<file path="config.mk">
export PLATFORM = sky130hd
export DESIGN_NAME = serial_addsub
export DESIGN_NICKNAME = d
export VERILOG_FILES = /design/src/rtl/serial_addsub.sv
export SDC_FILE = /design/constraint.sdc
export NUM_CORES = 1
export LEC_CHECK = 0
export CORE_MARGIN = 10
export CORE_UTILIZATION = 50
export CTS_BUF_LIST = sky130_fd_sc_hd__clkbuf_4 sky130_fd_sc_hd__clkbuf_8
export CTS_CLUSTER_SIZE = 40
export DETAILED_ROUTE_END_ITERATION = 8
export PLACE_DENSITY = 0.76
export SLEW_MARGIN = 25
export SYNTH_ARGS = -nofsm -noshare
export SYNTH_HDL_FRONTEND = slang
export SYNTH_SLANG_ARGS = --single-unit
</file>
<file path="constraint.sdc">
create_clock -name clk -period 2.36 [get_ports clk]
set_clock_uncertainty 0.1 [all_clocks]
set_input_delay 0.472 -clock clk [delete_from_list [all_inputs] [get_ports clk]]
set_output_delay 0.472 -clock clk [all_outputs]
set_load 0.02 [all_outputs]
</file>
<file path="src/rtl/serial_addsub.sv">
// -----------------------------------------------------------------------------
// serial_addsub
//
// Digit-serial adder/subtractor. Two WIDTH-bit operands are loaded in parallel
// on an accepted start. The unit then consumes DIGIT bits per cycle, LSB first,
// through a DIGIT-bit ripple adder whose carry is held in a register between
// cycles. Subtraction is a + ~b + 1: the inverted operand is loaded and the
// carry register is preset to 1.
//
// Ports
//   clk       rising-edge clock
//   reset_    asynchronous active-low reset
//   start     request a new operation (accepted in IDLE or DONE)
//   sub       0 = a+b, 1 = a-b, sampled with start
//   a, b      WIDTH-bit operands, sampled with start
//   busy      high while digits are being processed
//   done      one-cycle pulse when sum/carry/overflow update
//   sum       result, held until the next completion
//   carry     carry out of the MSB (not-borrow for subtract)
//   overflow  two's-complement signed overflow of the result
// -----------------------------------------------------------------------------
module serial_addsub #(
    parameter int WIDTH = 16,
    parameter int DIGIT = 1
) (
    input  logic             clk,
    input  logic             reset_,
    input  logic             start,
    input  logic             sub,
    input  logic [WIDTH-1:0] a,
    input  logic [WIDTH-1:0] b,
    output logic             busy,
    output logic             done,
    output logic [WIDTH-1:0] sum,
    output logic             carry,
    output logic             overflow
);

    localparam int CYCLES = WIDTH / DIGIT;
    localparam int CNT_W  = (CYCLES > 1) ? $clog2(CYCLES) : 1;
    localparam logic [CNT_W-1:0] LAST_CNT = CNT_W'(CYCLES - 1);

    if (WIDTH < 2 || DIGIT < 1 || (WIDTH % DIGIT) != 0) begin : g_bad_param
        $error("serial_addsub: WIDTH must be >= 2 and a multiple of DIGIT");
    end

    typedef enum logic [1:0] {
        ST_IDLE = 2'd0,
        ST_RUN  = 2'd1,
        ST_DONE = 2'd2
    } state_t;

    state_t             state_q,   state_d;
    logic [WIDTH-1:0]   a_q,       a_d;
    logic [WIDTH-1:0]   b_q,       b_d;
    logic               cin_q,     cin_d;
    logic [CNT_W-1:0]   cnt_q,     cnt_d;
    logic [WIDTH-1:0]   res_q,     res_d;
    logic               a_msb_q,   a_msb_d;
    logic               b_msb_q,   b_msb_d;
    logic [WIDTH-1:0]   sum_q,     sum_d;
    logic               carry_q,   carry_d;
    logic               ovf_q,     ovf_d;

    logic [DIGIT-1:0]   dig_sum;
    logic               dig_cout;
    logic [WIDTH-1:0]   res_next;
    logic [WIDTH-1:0]   b_eff;

    // DIGIT-bit ripple adder on the low digit of the shift registers.
    always_comb begin
        logic c;
        c       = cin_q;
        dig_sum = '0;
        for (int i = 0; i < DIGIT; i++) begin
            dig_sum[i] = a_q[i] ^ b_q[i] ^ c;
            c          = (a_q[i] & b_q[i]) | (c & (a_q[i] ^ b_q[i]));
        end
        dig_cout = c;
    end

    // New digit enters from the MSB side, so after CYCLES shifts the first
    // digit computed has reached bit 0.
    assign res_next = (res_q >> DIGIT) | (WIDTH'(dig_sum) << (WIDTH - DIGIT));
    assign b_eff    = sub ? ~b : b;

    always_comb begin
        state_d = state_q;
        a_d     = a_q;
        b_d     = b_q;
        cin_d   = cin_q;
        cnt_d   = cnt_q;
        res_d   = res_q;
        a_msb_d = a_msb_q;
        b_msb_d = b_msb_q;
        sum_d   = sum_q;
        carry_d = carry_q;
        ovf_d   = ovf_q;

        case (state_q)
            ST_IDLE, ST_DONE: begin
                state_d = ST_IDLE;
                if (start) begin
                    a_d     = a;
                    b_d     = b_eff;
                    cin_d   = sub;
                    cnt_d   = '0;
                    a_msb_d = a[WIDTH-1];
                    b_msb_d = b_eff[WIDTH-1];
                    state_d = ST_RUN;
                end
            end
            ST_RUN: begin
                a_d   = a_q >> DIGIT;
                b_d   = b_q >> DIGIT;
                cin_d = dig_cout;
                res_d = res_next;
                cnt_d = cnt_q + CNT_W'(1);
                if (cnt_q == LAST_CNT) begin
                    sum_d   = res_next;
                    carry_d = dig_cout;
                    // a_msb ^ b_msb ^ result_msb recovers the carry into the
                    // MSB; XOR with the carry out gives signed overflow.
                    ovf_d   = a_msb_q ^ b_msb_q ^ res_next[WIDTH-1] ^ dig_cout;
                    state_d = ST_DONE;
                end
            end
            default: state_d = ST_IDLE;
        endcase
    end

    always_ff @(posedge clk or negedge reset_) begin
        if (!reset_) begin
            state_q <= ST_IDLE;
            a_q     <= '0;
            b_q     <= '0;
            cin_q   <= 1'b0;
            cnt_q   <= '0;
            res_q   <= '0;
            a_msb_q <= 1'b0;
            b_msb_q <= 1'b0;
            sum_q   <= '0;
            carry_q <= 1'b0;
            ovf_q   <= 1'b0;
        end else begin
            state_q <= state_d;
            a_q     <= a_d;
            b_q     <= b_d;
            cin_q   <= cin_d;
            cnt_q   <= cnt_d;
            res_q   <= res_d;
            a_msb_q <= a_msb_d;
            b_msb_q <= b_msb_d;
            sum_q   <= sum_d;
            carry_q <= carry_d;
            ovf_q   <= ovf_d;
        end
    end

    assign busy     = (state_q == ST_RUN);
    assign done     = (state_q == ST_DONE);
    assign sum      = sum_q;
    assign carry    = carry_q;
    assign overflow = ovf_q;

endmodule
</file>
==> run metrics, run 1 <==
PostCTS Resize Cnt=0; Total GRT Usage=13.4%; Setup crit start=state_q[1]; post-DP HPWL=4300 um; Reg power frac=39.9%; Reg clk slew, reported paths=about 0.08 ns; insertion delay to the later sink of the worst-skew pair=0.35 ns; Hold Path End=res_q[1]; PD cells=1370 nW/um^2; vias in the first global route=2,362; top post-synthesis cells by area=dfrtp_1 58%, nand2_1 7.7%, xnor2_1 5.2%; Synth area leader=dfrtp_1; Worst R2R End=sum[0]; fillcell total=480; Clk pwr share=between 20% and 30%; Clock Path Buffers=2; Starting Density=around half; Fin Hold WS=0.382 ns; sw power=0.00193 W; Syn Area/Cell=11.3 um^2; Placer Congestion=roughly 0.78; CP Class=flip-flop to primary output; Startpoint Class=flip-flop; worst slew pin tran=0.761 ns; Pre-antenna DRT Iters=4; drc violations=0; Crit path arrival time=1.65 ns; Worst setup EP type=primary output; Worst slew margin=49.2%; Worst EP required=1.79 ns; YS warnings=0; Routed WL=6400 um; switching share of power=34.9%; clk sinks=74; max_cap viols=0; Rows=29; fin crit share=94.1%; cell with the most instances after synthesis=dfrtp_1; #FFs+latches synth=74; placed cell areas=3800 um^2; worst reg2reg path depth=4; Final nets=about 370; DR vias/cell=5.35; crit path max fanout=9; Hold Buf Count CTS=1; Core ar.=around 6300 um^2; DIE AREA=9960 um^2; r2r setup slk=0.60 ns; Leak=1.87 nW; initial antenna violation count=0; Final Max Slew Viols=0; P_int=0.00361 W; setup repair after global routing missed its margin=false; fmax=450 MHz; Hold Fails Final Rpt=0; Post-synth EDFFs=0; remaining global-route overflow=0; non-filler cells, final=416; WHS Path Cells=2; run status=finished, final reports clean; Post-CTS Repair Setup Buffers=0; R2R Path Start=cnt_q[0]; synthesized instance count=281; ys async rst share=100%; DIE HEIGHT=99.8 um; Die Wd=99.8 um; Netlist cell types=28; PnR worst setup slack=between 0.1 and 0.15 ns; layout cell share with drive strength beyond 1=between 10% and 20%; via count=2,224; IO Pins=56; logic gate share of total power=38.9%; Area growth, synth to finish=27.1%; Synth top area share=~58%; Antenna Nets Post-Route=0; peak supply drop=roughly 0.86 mV; CTS root buffer=clkbuf_8; minimum clock period=between 2 and 2.5 ns; worst min-delay path category=flip-flop to flip-flop; WL/cell=15.4 um; cts bufs inserted=9; # diodes=0; pre-CTS WS=0.238 ns; H-Tree Level Count=3; synthesized area=3180 um^2; first-pass GRT wire length=10,900 um; Inst Count DP=400; # port buffers=55; ys flop type=dfrtp_1; largest net degree at the start of global routing=44; Final setup viols=0; top cells by count, synth=74 x dfrtp_1, 65 x nand2_1, 19 x xnor2_1; hold_sp=res_q[1]; CTS tree=yes; register area share after synthesis=58.2%; setup_tns=0 ns; 1st-iter DRT viols=150; fin area=approximately 4000 um^2; Syn Nets=approximately 320
[stage by stage]
stage          utilization (%)  power [W]
2_1_floorplan                -    0.00368
6_report                  64.5    0.00554
5_1_grt                   64.5    0.00593
3_5_place_dp              60.5    0.00441
3_3_place_gp              60.5    0.00431
4_1_cts                   64.5    0.00560
[critical path: stages (launching register included)]
cell and delay (ns):
dfrtp_1 0.37, nand2b_1 0.18, inv_4 0.13, clkdlybuf4s50_1 0.62
[layer usage]
layer,track usage [%],up-vias,part of all wire [%]
li1,-,1075,-
met2,22.0,56,47
met4,4.30,0,1.5
met1,15.4,1080,45
met3,5.91,13,6.5
met5,0,-,0
[cells by family (layout without fill, tap and decap cells)]
family                   Yosys count  after routing  synth area share (%)
AO/OA/AOI/OAI                     41             41                  10.6
XOR/XNOR                          19             19                  5.23
adder cells (fa/ha/maj)            2              2                  1.02
buffers and inverters             21             79                  3.58
flip-flops                        74             74                  58.2
multiplexers                      19             19                  7.58
AND/OR/NAND/NOR                  105            105                  13.8
[sequential cells by signal, indices dropped and copies added, names as in the netlist]
register and cells:
cnt_q 4, res_q 15, b_msb_q 1, state_q 2, carry 1, a_q 16
a_msb_q 1, sum 16, cin_q 1, b_q 16, overflow 1
[cell usage in the layout, fill, tap and decap left out, types with 3 or more instances in the layout]
cell              n
bufinv_16         3
nor2_1           15
mux2_4            8
nand3_1          16
a22oi_1          15
dfrtp_1          74
a221o_1          15
xnor2_1          19
o21ai_0           3
buf_4             6
a22o_1            4
clkdlybuf4s50_1  54
nor2b_1           3
clkbuf_8          9
nand2_1          65
mux2_2            9
[worst max-delay path by stage]
stage / depth (start not counted) / slack [ns] / endpoint
final: 3 / 0.14 / busy
after global routing: 3 / 0.06 / busy
after CTS: 3 / 0.11 / busy
after detailed placement: 4 / 0.24 / b_q[12]
after global placement: 4 / 0.29 / b_q[12]
after floorplan: 6 / 0.64 / sum[10]
[power groups by stage]
stage / Sequential [W] / Combinational [W] / Clock (W)
finish: 0.00221 / 0.00215 / 0.00118
global route: 0.00228 / 0.00239 / 0.00126
CTS: 0.00221 / 0.00219 / 0.00120
detailed placement: 0.00222 / 0.00219 / 0
global placement: 0.00221 / 0.00210 / 0
floorplan: 0.00230 / 0.00138 / 0
[area by class of cell]
class,instances,area [um^2],area share [%]
clock buffer,9,124,3.06
clock inverter,6,115,2.84
inverter,1,6.26,0.155
multi-input combinational,186,1220,30.1
sequential,74,1850,45.7
tap,77,96.3,2.38
timing repair buffer,63,636,15.7
Power figures use the tool's default switching activity.
==> inputs of run 2 (changes only) <==
CTS_BUF_LIST = unset   (was sky130_fd_sc_hd__clkbuf_4 sky130_fd_sc_hd__clkbuf_8)
SKIP_LAST_GASP = 1   (was unset)
==> results of run 2 <==
No change in the layout: final DEF, timing and power equal those of run 1.
